## config.mk

```make
export PLATFORM = sky130hd
export DESIGN_NAME = modulo_ring_buffer_flat
export DESIGN_NICKNAME = d
export VERILOG_FILES = /design/src/rtl/modulo_ring_buffer_if.sv /design/src/rtl/modulo_ring_buffer.sv /design/src/flat_wrapper.sv
export SDC_FILE = /design/constraint.sdc
export NUM_CORES = 1
export LEC_CHECK = 0
export CAP_MARGIN = 15
export CORE_UTILIZATION = 48
export CTS_CLUSTER_SIZE = 10
export DETAILED_ROUTE_END_ITERATION = 10
export MAX_ROUTING_LAYER = met4
export PLACE_DENSITY = 0.67
export SKIP_LAST_GASP = 1
export SLEW_MARGIN = 20
export SYNTH_ARGS = -nofsm -noshare
export SYNTH_HDL_FRONTEND = slang
export SYNTH_SLANG_ARGS = --single-unit
```

## constraint.sdc

```tcl
create_clock -name clk -period 3.4 [get_ports clk]
set_clock_uncertainty 0.05 [all_clocks]
set_input_delay 0.68 -clock clk [delete_from_list [all_inputs] [get_ports clk]]
set_output_delay 0.68 -clock clk [all_outputs]
set_load 0.02 [all_outputs]
```

## src/rtl/modulo_ring_buffer_if.sv

```systemverilog
// Write/read handshake and status bundle for modulo_ring_buffer.
// The master side issues requests; the slave side is the buffer itself.
interface modulo_ring_buffer_if #(
  parameter int DATA_WIDTH = 8,
  parameter int ADDR_WIDTH = 4
);
  logic                  wr_en;
  logic [DATA_WIDTH-1:0] wr_data;
  logic                  rd_en;
  logic [DATA_WIDTH-1:0] rd_data;
  logic                  rd_valid;
  logic [ADDR_WIDTH:0]   level;
  logic                  full;
  logic                  empty;
  logic                  wr_wrap;
  logic                  rd_wrap;
  logic                  overflow;
  logic                  underflow;
  logic                  dropped;

  modport master (
    output wr_en, wr_data, rd_en,
    input  rd_data, rd_valid, level, full, empty,
    input  wr_wrap, rd_wrap, overflow, underflow, dropped
  );

  modport slave (
    input  wr_en, wr_data, rd_en,
    output rd_data, rd_valid, level, full, empty,
    output wr_wrap, rd_wrap, overflow, underflow, dropped
  );
endinterface

```

## src/rtl/modulo_ring_buffer.sv

```systemverilog
// Circular FIFO with arbitrary (non power-of-two) depth; pointers wrap modulo DEPTH.
// Optional overwrite-oldest mode keeps the newest DEPTH entries when writes outrun reads.
module modulo_ring_buffer #(
  parameter int DEPTH      = 14,
  parameter int DATA_WIDTH = 8,
  parameter int ADDR_WIDTH = 4,
  parameter int OVERWRITE  = 0
) (
  input  logic              clk,
  input  logic              rst,
  modulo_ring_buffer_if.slave bus
);

  localparam logic [ADDR_WIDTH-1:0] PTR_LAST     = ADDR_WIDTH'(DEPTH - 1);
  localparam logic [ADDR_WIDTH-1:0] PTR_ONE      = ADDR_WIDTH'(1);
  localparam logic [ADDR_WIDTH:0]   LEVEL_MAX    = (ADDR_WIDTH + 1)'(DEPTH);
  localparam logic [ADDR_WIDTH:0]   LEVEL_ONE    = (ADDR_WIDTH + 1)'(1);
  localparam bit                    OVERWRITE_EN = (OVERWRITE != 0);

  function automatic logic [ADDR_WIDTH-1:0] ptr_next(input logic [ADDR_WIDTH-1:0] p);
    return (p == PTR_LAST) ? '0 : p + PTR_ONE;
  endfunction

  logic [DATA_WIDTH-1:0] mem [DEPTH];

  logic [ADDR_WIDTH-1:0] wr_ptr;
  logic [ADDR_WIDTH-1:0] rd_ptr;
  logic [ADDR_WIDTH:0]   level_q;
  logic [ADDR_WIDTH:0]   level_next;
  logic [DATA_WIDTH-1:0] rd_data_q;
  logic                  rd_valid_q;
  logic                  overflow_q;
  logic                  underflow_q;
  logic                  dropped_q;

  logic empty_c;
  logic full_c;
  logic rd_acc;
  logic wr_acc;
  logic drop;

  always_comb begin
    empty_c = (level_q == '0);
    full_c  = (level_q == LEVEL_MAX);
    rd_acc  = bus.rd_en && !empty_c;
    // A read in the same cycle frees a slot, so a full buffer can still take the write.
    wr_acc  = bus.wr_en && (!full_c || rd_acc || OVERWRITE_EN);
    drop    = wr_acc && full_c && !rd_acc;
  end

  always_comb begin
    level_next = level_q;
    if (wr_acc && !rd_acc && !full_c) begin
      level_next = level_q + LEVEL_ONE;
    end else if (rd_acc && !wr_acc) begin
      level_next = level_q - LEVEL_ONE;
    end
  end

  always_ff @(posedge clk) begin
    if (rst) begin
      wr_ptr      <= '0;
      rd_ptr      <= '0;
      level_q     <= '0;
      rd_data_q   <= '0;
      rd_valid_q  <= 1'b0;
      overflow_q  <= 1'b0;
      underflow_q <= 1'b0;
      dropped_q   <= 1'b0;
    end else begin
      level_q <= level_next;
      if (wr_acc) begin
        wr_ptr <= ptr_next(wr_ptr);
      end
      // Overwriting the oldest entry consumes it, so the read side moves along too.
      if (rd_acc || drop) begin
        rd_ptr <= ptr_next(rd_ptr);
      end
      if (rd_acc) begin
        rd_data_q <= mem[rd_ptr];
      end
      rd_valid_q  <= rd_acc;
      overflow_q  <= bus.wr_en && !wr_acc;
      underflow_q <= bus.rd_en && !rd_acc;
      dropped_q   <= drop;
    end
  end

  // Storage is never cleared; reset only discards it through the pointers and level.
  always_ff @(posedge clk) begin
    if (!rst && wr_acc) begin
      mem[wr_ptr] <= bus.wr_data;
    end
  end

  assign bus.rd_data   = rd_data_q;
  assign bus.rd_valid  = rd_valid_q;
  assign bus.level     = level_q;
  assign bus.full      = full_c;
  assign bus.empty     = empty_c;
  assign bus.wr_wrap   = wr_acc && (wr_ptr == PTR_LAST);
  assign bus.rd_wrap   = rd_acc && (rd_ptr == PTR_LAST);
  assign bus.overflow  = overflow_q;
  assign bus.underflow = underflow_q;
  assign bus.dropped   = dropped_q;

endmodule

```

## src/flat_wrapper.sv

```systemverilog
// flat-port wrapper written by rule: the top's interface ports become plain ports
module modulo_ring_buffer_flat 
#(
  parameter int DEPTH      = 14,
  parameter int DATA_WIDTH = 8,
  parameter int ADDR_WIDTH = 4,
  parameter int OVERWRITE  = 0
)
  (clk, rst, bus_wr_en, bus_wr_data, bus_rd_en, bus_rd_data, bus_rd_valid, bus_level, bus_full, bus_empty, bus_wr_wrap, bus_rd_wrap, bus_overflow, bus_underflow, bus_dropped);
  modulo_ring_buffer_if #(.DATA_WIDTH(DATA_WIDTH), .ADDR_WIDTH(ADDR_WIDTH)) bus_i ();
  input  logic clk;
  input  logic rst;
  input wire logic [$bits(bus_i.wr_en)-1:0] bus_wr_en;
  input wire logic [$bits(bus_i.wr_data)-1:0] bus_wr_data;
  input wire logic [$bits(bus_i.rd_en)-1:0] bus_rd_en;
  output wire logic [$bits(bus_i.rd_data)-1:0] bus_rd_data;
  output wire logic [$bits(bus_i.rd_valid)-1:0] bus_rd_valid;
  output wire logic [$bits(bus_i.level)-1:0] bus_level;
  output wire logic [$bits(bus_i.full)-1:0] bus_full;
  output wire logic [$bits(bus_i.empty)-1:0] bus_empty;
  output wire logic [$bits(bus_i.wr_wrap)-1:0] bus_wr_wrap;
  output wire logic [$bits(bus_i.rd_wrap)-1:0] bus_rd_wrap;
  output wire logic [$bits(bus_i.overflow)-1:0] bus_overflow;
  output wire logic [$bits(bus_i.underflow)-1:0] bus_underflow;
  output wire logic [$bits(bus_i.dropped)-1:0] bus_dropped;
  assign bus_i.wr_en = bus_wr_en;
  assign bus_i.wr_data = bus_wr_data;
  assign bus_i.rd_en = bus_rd_en;
  assign bus_rd_data = bus_i.rd_data;
  assign bus_rd_valid = bus_i.rd_valid;
  assign bus_level = bus_i.level;
  assign bus_full = bus_i.full;
  assign bus_empty = bus_i.empty;
  assign bus_wr_wrap = bus_i.wr_wrap;
  assign bus_rd_wrap = bus_i.rd_wrap;
  assign bus_overflow = bus_i.overflow;
  assign bus_underflow = bus_i.underflow;
  assign bus_dropped = bus_i.dropped;
  modulo_ring_buffer #(.DEPTH(DEPTH), .DATA_WIDTH(DATA_WIDTH), .ADDR_WIDTH(ADDR_WIDTH), .OVERWRITE(OVERWRITE)) u_core (.clk(clk), .rst(rst), .bus(bus_i));
endmodule
```

==> impl_metrics.py, run 1 <==
metrics = {
    "clocking": {
        "clk_latency_ns": 0.41,
        "cts.sink_count": 137,
        "cts_buffers": 17,
        "cts_root_buf": "clkbuf_16",
        "cts_setup_buffers": 0,
        "clk_pin_slew_ns": 0.06,
        "cts_tree": "yes",
        "h-tree-depth": 4,
        "clock_path_buffers": 2,
    },
    "logic_synthesis": {
        "synth_area_leader_cell": "edfxtp_1",
        "yosysWarnings": 0,
        "ys_ff_latch": 137,
        "seq_area_frac_synth_pct": 69.7,
        "syn_area_um2": 5540,
        "yosys-top-cells-count": "edfxtp_1 (112), nor2_1 (31), dfxtp_1 (25)",
        "yosysTopAreaCellShare_pct": 60.7,
        "async_flop_share_pct": 0,
        "synth.net_count": 357,
        "synth_ff_type": "edfxtp_1",
        "synth_cell_types": 46,
        "post-synth-top-count-cell": "edfxtp_1",
        "synth.avg_cell_area_um2": 16.3,
        "syn_inst": 341,
        "synth_edf_count": 112,
        "synth_area_leaders": "edfxtp_1 (61%), dfxtp_1 (9.0%), mux4_2 (8.5%), mux2i_1 (2.5%), mux2_2 (2.4%)",
    },
    "detailed_routing": {
        "drt_iter0_markers": 207,
        "avgViaCountPerCell": 5.60,
        "drt-total-wl_mm": 11.0,
        "postRouteAntennaNets": 0,
        "post-route-drc-count": 0,
        "vias": 3076,
        "drtPass1Iterations": 7,
        "wire_per_inst_um": 20.1,
    },
    "die": {
        "dieArea_um2": 12000,
        "pin_count": 33,
        "core_area_um2": 11000,
        "chipHeight_um": 109,
        "dieWidth_um": 109,
        "rows": 38,
        "start_util_pct": 50.3,
    },
    "power": {
        "leakage_nw": 2.28,
        "p_per_area_nw_per_um2": 723,
        "ir_drop_mv": 0.495,
        "power.total_mw": 4.86,
    },
    "sta": {
        "slew_headroom_pct": 40.4,
        "rsz0062_at_grt": "false",
        "fmax_mhz": 324,
        "tns_ns": 0,
        "finalWorstSetupSlack_ns": 0.316,
        "finalCritPeriodShare_pct": 90.7,
        "whs_ns": 0.405,
        "drv_slew": 0,
        "layout_min_cycle_time_ns": 3.08,
        "tightest_slew_ns": 0.891,
        "hold_viol_final": 0,
        "setup_viol": 0,
    },
    "layout": {
        "fillCellCount": 814,
        "antenna_cells": 0,
        "nets": 412,
        "drive_gt1_share_pct": 23.5,
        "final_cells": 549,
        "area_delta_synth_final_pct": 21.2,
    },
    "worst_setup_path": {
        "critical_path_class": "register to primary output",
        "path_cells": "or4_4 -> o21a_1 -> nand3_1 -> nor3_1 -> clkdlybuf4s50_1",
        "cp_slowest_cell": "or4_4",
        "worst-path-buf-inv": 1,
        "cp_top_family": "simple AND/OR/NAND/NOR gates",
        "critPathCaptureType": "primary output",
        "critPathRequiredTime_ns": 2.67,
        "max_stage_delay_ns": 0.59,
        "start_kind": "register",
        "r2r_cells": 9,
        "cp_max_fo": 8,
        "worst_ep_arrival_time_ns": 2.35,
        "path_depth": 5,
    },
    "worst_hold_path": {
        "hold_path.class": "register to register",
        "min_path_cells": 2,
    },
    "global_route": {
        "grt_util_met2_pct": 33.5,
        "grt_pass1_vias": 3115,
        "antenna_found_initial": 0,
        "grt_usage_pct": 21.3,
        "top_usage_layer": "met2",
        "gr-usage-met1_pct": 26.3,
        "overflow": 0,
        "grt_max_degree": 25,
        "grtUsageMet3_pct": 5.28,
        "grt_pass1_wl_mm": 17.0,
    },
    "run": {
        "cap_violations": 0,
    },
    "placement": {
        "place_ws_ns": 0.151,
        "hpwlAfterDp_mm": 6.80,
        "place.gp.congestion": 0.832,
        "place_inst": 517,
        "io_buffers": 32,
    },
    "outcome": {
        "status": "finished, final reports clean",
    },
}
## flip-flops by register name, indices dropped and copies added, names as in the netlist
register and flops:
u_core.rd_ptr 4, u_core.bus.rd_valid 1, u_core.bus.level 5, u_core.bus.overflow 1, u_core.bus.underflow 1, u_core.bus.rd_data 8
u_core.wr_ptr 4, u_core.mem 112, u_core.bus.dropped 1
## worst min-delay path: stages, from the launching register on
cell	delay (ns)
dfxtp_1	0.31
nand2_1	0.05
a21oi_1	0.05
## where the power goes
group          internal, mW  switching (mW)  total, mW
combinational         0.493           0.491      0.985
clock                  1.18           0.694       1.87
sequential             1.90           0.102       2.00
total                  3.57            1.29       4.86
## final cells by class
cell class                      count  area (um2)  area share (%)
Sequential cell                   137        3860            57.5
Multi-Input combinational cell    178        1550            23.0
Timing Repair Buffer               55         495            7.38
Clock buffer                       19         443            6.59
Tap cell                          140         175            2.61
Clock inverter                     13         168            2.50
Inverter                            7        26.3           0.391
## worst paths after layout
check                                     start                            endpoint  slack [ns]
max            u_core.bus.level[0]$_SDFFE_PP0P_                         bus_rd_wrap        0.32
min          u_core.bus.rd_data[2]$_SDFFE_PP0P_  u_core.bus.rd_data[2]$_SDFFE_PP0P_        0.40
min reg2reg  u_core.bus.rd_data[2]$_SDFFE_PP0P_  u_core.bus.rd_data[2]$_SDFFE_PP0P_        0.40
max reg2reg    u_core.bus.level[0]$_SDFFE_PP0P_    u_core.bus.level[4]$_SDFFE_PP0P_        0.58
## placed cells by master, fill, tap and decap left out, types with 2 or more instances in the layout
| cell type | instances |
|---|---|
| clkinvlp_4 | 3 |
| nor2_1 | 31 |
| clkbuf_16 | 17 |
| o21ai_1 | 3 |
| mux2_4 | 2 |
| xnor2_1 | 5 |
| edfxtp_1 | 112 |
| nor2b_1 | 4 |
| a21oi_1 | 12 |
| a32o_1 | 2 |
| dfxtp_1 | 24 |
| ha_1 | 3 |
| o211ai_1 | 4 |
| inv_6 | 2 |
| nand3_1 | 4 |
| nand2_1 | 16 |
| buf_4 | 23 |
| bufinv_16 | 3 |
| mux4_2 | 21 |
| mux2_2 | 12 |
| inv_1 | 7 |
| a21o_1 | 7 |
| mux2i_1 | 14 |
| clkdlybuf4s50_1 | 31 |
| clkinv_4 | 2 |
| o21ai_0 | 11 |
| o31a_1 | 3 |
| or3_1 | 4 |
## what timing repair did
action | in CTS | in global routing
endpoints found under the setup margin | 0 | 1
hold buffers | 0 | 0
gates resized for setup | 0 | 1
hold endpoints to repair | 0 | 0
## per-stage QoR
| stage | cell area (um2) | utilization [%] |
|---|---|---|
| after floorplan | 5540 | - |
| after global placement | 6100 | 55.3 |
| after detailed placement | 6100 | 55.3 |
| after CTS | 6720 | 60.9 |
| after global routing | 6720 | 60.9 |
| final | 6720 | 60.9 |
## cell families after synthesis
group	count (synthesis)	synth area share (%)
mux	49	14.0
buf+inv	26	2.44
xor+xnor	5	0.790
flops	137	69.7
fa+ha+maj	4	1.04
other cells	1	0.0676
compound gates	51	6.25
simple gates	68	5.69
## layer usage
metal | part of all wire [%] | wire length (um)
met1 | 44 | 4830
met2 | 49 | 5440
met3 | 4.6 | 504
met4 | 2.2 | 239
met5 | 0 | 0
Power figures use the tool's default switching activity.
==> run 2, diff against run 1 <==
Settings changed: CAP_MARGIN 15 to not set, CORE_ASPECT_RATIO set to 0.7, PLACE_DENSITY 0.67 to 0.69.
==> impl_metrics.py, run 2 (same netlist as run 1, synthesis figures left out) <==
metrics = {
    "worst_setup_path": {
        "cp_top_family": "buffers and inverters",
        "cp_slowest_cell": "clkdlybuf4s50_1",
        "critical_path_class": "input pin to primary output",
        "path_cells": "clkdlybuf4s50_1 -> o41ai_2 -> nor2_1 -> nand2_1 -> nor3b_1 -> clkdlybuf4s50_1",
        "cp_max_fo": 5,
        "cpMostUsedCell": "clkdlybuf4s50_1",
        "critPathRequiredTime_ns": 2.67,
        "max_stage_delay_ns": 0.62,
        "worst_ep_arrival_time_ns": 2.51,
        "start_kind": "input pin",
        "worst-path-buf-inv": 2,
        "critPathCaptureType": "primary output",
    },
    "sta": {
        "finalCritPeriodShare_pct": 95.4,
        "drv_slew": 0,
        "rsz0062_at_grt": "false",
        "tightest_slew_ns": 1.00,
        "hold_viol_final": 0,
        "setup_viol": 0,
        "finalWorstSetupSlack_ns": 0.155,
        "fmax_mhz": 308,
        "slew_headroom_pct": 32.8,
        "layout_min_cycle_time_ns": 3.24,
        "tns_ns": 0,
    },
    "power": {
        "leakage_nw": 2.24,
        "p_comb_share_pct": 21.5,
        "power_frac_clock_pct": 37.0,
        "sequentialPowerShare_pct": 41.5,
        "ir_drop_mv": 0.409,
        "p_per_area_nw_per_um2": 716,
        "power_switching_mw": 1.35,
        "p_sw_share_pct": 28.2,
        "p_int_mw": 3.44,
    },
    "layout": {
        "mostFrequentLayoutCells": "edfxtp_1 (112), clkdlybuf4s50_1 (32), nor2_1 (31), dfxtp_1 (24), mux4_2 (21)",
        "layout_commonest_cell": "edfxtp_1",
        "antenna_cells": 0,
        "fin_area_um2": 6690,
        "final_cells": 560,
        "drive_gt1_share_pct": 23.6,
        "final_util_pct": 60.1,
        "area_delta_synth_final_pct": 20.7,
        "nets": 410,
        "largest_register_ffs": 112,
        "regMostFlops": "u_core.mem",
    },
    "global_route": {
        "antenna_found_initial": 0,
        "grt_pass1_wl_mm": 17.7,
        "overflow": 0,
        "grt_pass1_vias": 3083,
        "grt_usage_pct": 21.9,
        "grt_max_degree": 37,
    },
    "die": {
        "core_area_um2": 11100,
        "rows": 32,
        "dieArea_um2": 12000,
        "start_util_pct": 49.8,
        "chipHeight_um": 91.9,
        "pin_count": 33,
        "dieWidth_um": 130,
    },
    "run": {
        "cap_violations": 0,
    },
    "detailed_routing": {
        "drtPass1Iterations": 4,
        "avgViaCountPerCell": 5.47,
        "drt_iter0_markers": 312,
        "post-route-drc-count": 0,
        "drt-total-wl_mm": 11.3,
        "wire_per_inst_um": 20.1,
        "postRouteAntennaNets": 0,
        "vias": 3062,
    },
    "clocking": {
        "clock_path_buffers": 2,
        "cts_tree": "yes",
        "clk_pin_slew_ns": 0.06,
        "cts_buffers": 17,
        "cts_root_buf": "clkbuf_16",
        "h-tree-depth": 4,
        "cts_hold_buf": 0,
        "cts.sink_count": 137,
        "cts_setup_buffers": 0,
        "clk_latency_ns": 0.42,
        "cts_resized": 0,
    },
    "placement": {
        "place_inst": 528,
        "dpl-instance-area_um2": 6120,
        "io_buffers": 32,
        "hpwlAfterDp_mm": 7.01,
        "place.gp.congestion": 0.782,
        "place_ws_ns": 0.176,
    },
    "outcome": {
        "status": "finished, final reports clean",
    },
    "worst_hold_path": {
        "hold_path.class": "register to register",
    },
}
run 2: changes by cell type in the layout (fill, tap and decap cells not counted), sizes merged, moves of 2 or more:
| cell | before | now |
|---|---|---|
| buf | 23 | 21 |
| clkinv | 4 | 2 |
| inv | 10 | 15 |
| bufinv | 3 | 1 |
run 2: cell type report:
| cell class | instances | area (um2) |
|---|---|---|
| sequential | 137 | 3860 |
| tap | 153 | 191 |
| multi-input combinational | 178 | 1550 |
| timing repair buffer | 53 | 490 |
| clock buffer | 18 | 439 |
| clock inverter | 14 | 135 |
| fill | 870 | 4440 |
| inverter | 7 | 26.3 |
run 2: tightest hold or removal path, delay by kind of cell (launching register included):
kind | cells | cell delay (ns)
and+or+nand+nor | 1 | 0.05
DFF | 1 | 0.30
AOI/OAI and AO/OA | 1 | 0.05
run 2: routing by layer:
| layer | track usage [%] | part of all wire, % |
|---|---|---|
| met1 | 30.5 | 44 |
| met2 | 30.7 | 46 |
| met3 | 7.06 | 9.3 |
| met4 | 6.90 | 0.43 |
| met5 | - | 0 |
run 2: path summary, 6_finish.rpt:
| check | start | end | slack (ns) | cells past startpoint |
|---|---|---|---|---|
| worst max-delay path | bus_rd_en | bus_wr_wrap | 0.16 | 6 |
| worst max register to register | u_core.bus.level[0]$_SDFFE_PP0P_ | u_core.bus.level[4]$_SDFFE_PP0P_ | 0.59 | 9 |
| worst min register to register | u_core.bus.rd_data[5]$_SDFFE_PP0P_ | u_core.bus.rd_data[5]$_SDFFE_PP0P_ | 0.40 | 2 |
| worst min-delay path | u_core.bus.rd_data[5]$_SDFFE_PP0P_ | u_core.bus.rd_data[5]$_SDFFE_PP0P_ | 0.40 | 2 |
run 2: power by group through the flow:
stage	logic [mW]	registers, mW	clock network [mW]
floorplan	0.648	2.07	0
global placement	1.01	2.02	0
detailed placement	1.04	2.02	0
CTS	1.04	1.99	1.81
global route	1.12	2.00	1.89
finish	1.03	1.99	1.77
run 2: stage by stage:
step / hold slack, ns / total power, mW
floorplan: 0.478 / 2.71
global placement: 0.390 / 3.03
detailed placement: 0.394 / 3.05
CTS: 0.400 / 4.83
global route: 0.422 / 5.00
finish: 0.399 / 4.79
==> run 3, diff against run 2 <==
Settings changed: CORE_MARGIN set to 2.
==> impl_metrics.py, run 3 (same netlist as run 1, synthesis figures left out) <==
metrics = {
    "detailed_routing": {
        "vias": 3114,
        "wire_per_inst_um": 20.4,
        "avgViaCountPerCell": 5.52,
        "wl_met1_mm": 5.65,
        "drt_iter0_markers": 275,
        "postRouteAntennaNets": 0,
        "routed.top_layer": "met4",
        "drt-total-wl_mm": 11.5,
        "post-route-drc-count": 0,
        "wl_met2_mm": 5.19,
        "drtPass1Iterations": 4,
        "wl_met3_um": 564,
    },
    "layout": {
        "nets": 414,
        "mostFrequentLayoutCells": "edfxtp_1 (112), nor2_1 (31), clkdlybuf4s50_1 (31), buf_4 (25), dfxtp_1 (24)",
        "layout_commonest_cell": "edfxtp_1",
        "area_delta_synth_final_pct": 21.8,
        "drive_gt1_share_pct": 24.3,
        "largest_register_ffs": 112,
        "antenna_cells": 0,
        "seq_area_um2": 3860,
        "regMostFlops": "u_core.mem",
        "multi_input_area_um2": 1550,
        "fillCellCount": 839,
    },
    "sta": {
        "finalWorstSetupSlack_ns": 0.258,
        "slew_headroom_pct": 62.5,
        "tns_ns": 0,
        "layout_min_cycle_time_ns": 3.14,
        "hold_viol_final": 0,
        "rsz0062_at_grt": "false",
        "setup_viol": 0,
        "tightest_slew_ns": 0.560,
        "finalCritPeriodShare_pct": 92.4,
        "fmax_mhz": 318,
        "drv_slew": 0,
    },
    "placement": {
        "place.gp.congestion": 0.794,
        "io_buffers": 32,
        "place_ws_ns": 0.151,
        "hpwlAfterDp_mm": 7.34,
    },
    "worst_setup_path": {
        "critical_path_class": "register to primary output",
        "critPathCaptureType": "primary output",
        "start_kind": "register",
        "worst_ep_arrival_time_ns": 2.41,
        "critPathRequiredTime_ns": 2.67,
        "cp_max_fo": 8,
    },
    "global_route": {
        "grt_max_degree": 24,
        "grt_pass1_vias": 3109,
        "grt_usage_pct": 20.7,
        "overflow": 0,
        "antenna_found_initial": 0,
        "grt_pass1_wl_mm": 17.8,
    },
    "clocking": {
        "cts_resized": 0,
        "cts_buffers": 17,
        "clk_latency_ns": 0.41,
        "clk_pin_slew_ns": 0.06,
        "h-tree-depth": 4,
        "cts_hold_buf": 0,
        "cts_setup_buffers": 0,
        "cts_root_buf": "clkbuf_16",
        "cts.sink_count": 137,
        "cts_tree": "yes",
        "clock_path_buffers": 2,
    },
    "die": {
        "pin_count": 33,
        "core_area_um2": 11100,
        "start_util_pct": 49.8,
        "chipHeight_um": 93.9,
        "dieWidth_um": 132,
        "dieArea_um2": 12400,
        "rows": 32,
    },
    "power": {
        "ir_drop_mv": 0.471,
        "power.total_mw": 4.88,
        "p_int_mw": 3.56,
        "p_per_area_nw_per_um2": 723,
        "power_frac_clock_pct": 38.2,
        "sequentialPowerShare_pct": 41.0,
        "p_comb_share_pct": 20.8,
        "p_sw_share_pct": 27.1,
        "power_switching_mw": 1.32,
        "leakage_nw": 2.29,
    },
    "worst_hold_path": {
        "hold_path.class": "register to register",
    },
    "run": {
        "cap_violations": 0,
    },
    "outcome": {
        "status": "finished, final reports clean",
    },
}
-- run 3: cell types whose count changed in the layout (fill, tap and decap cells not counted), moves of 2 or more --
| cell | before | now |
|---|---|---|
| clkinv_2 | 2 | 0 |
| clkinv_4 | 0 | 3 |
| clkbuf_8 | 1 | 4 |
| inv_6 | 7 | 3 |
| buf_4 | 20 | 25 |
-- run 3: power by group through the flow --
stage          clock (mW)  combinational (mW)  sequential (mW)
6_report             1.87                1.02             2.00
2_1_floorplan           0               0.648             2.07
3_3_place_gp            0               0.999             2.03
4_1_cts              1.89                1.02             2.00
3_5_place_dp            0                1.01             2.03
5_1_grt              1.97                1.10             2.01
-- run 3: stage by stage --
step,hold slack (ns),util [%],cell area [um2],cells
5_1_grt,0.423,60.7,6750,564
3_3_place_gp,0.390,55.1,6140,532
3_5_place_dp,0.394,55.1,6140,532
4_1_cts,0.402,60.7,6750,564
6_report,0.396,60.7,6750,564
2_1_floorplan,0.478,-,5540,341
-- run 3: worst max-delay path, cell delays in order, from the launching register on --
cell	delay, ns
dfxtp_1	0.43
or4_4	0.59
o21a_1	0.23
nand3_1	0.14
nor3_1	0.06
clkdlybuf4s50_1	0.55
-- run 3: path summary, 6_finish.rpt --
| check | from | endpoint | slack [ns] | cells after the start |
|---|---|---|---|---|
| hold / removal | u_core.bus.rd_data[4]$_SDFFE_PP0P_ | u_core.bus.rd_data[4]$_SDFFE_PP0P_ | 0.40 | 2 |
| setup / recovery | u_core.bus.level[0]$_SDFFE_PP0P_ | bus_rd_wrap | 0.26 | 5 |
| hold reg to reg | u_core.bus.rd_data[4]$_SDFFE_PP0P_ | u_core.bus.rd_data[4]$_SDFFE_PP0P_ | 0.40 | 2 |
| setup reg to reg | u_core.bus.level[0]$_SDFFE_PP0P_ | u_core.bus.level[4]$_SDFFE_PP0P_ | 0.55 | 9 |
-- run 3: area by class of cell --
cell class	instances	area share [%]
Clock buffer	21	7.11
Clock inverter	11	2.00
Inverter	7	0.389
Multi-Input combinational cell	178	22.9
Sequential cell	137	57.2
Tap cell	153	2.83
Timing Repair Buffer	57	7.56
-- run 3: layer usage --
metal / up-vias / GRT usage, %
li1: 1427 / -
met3: 13 / 4.75
met2: 92 / 30.2
met4: 0 / 7.26
met5: - / -
met1: 1582 / 29.0
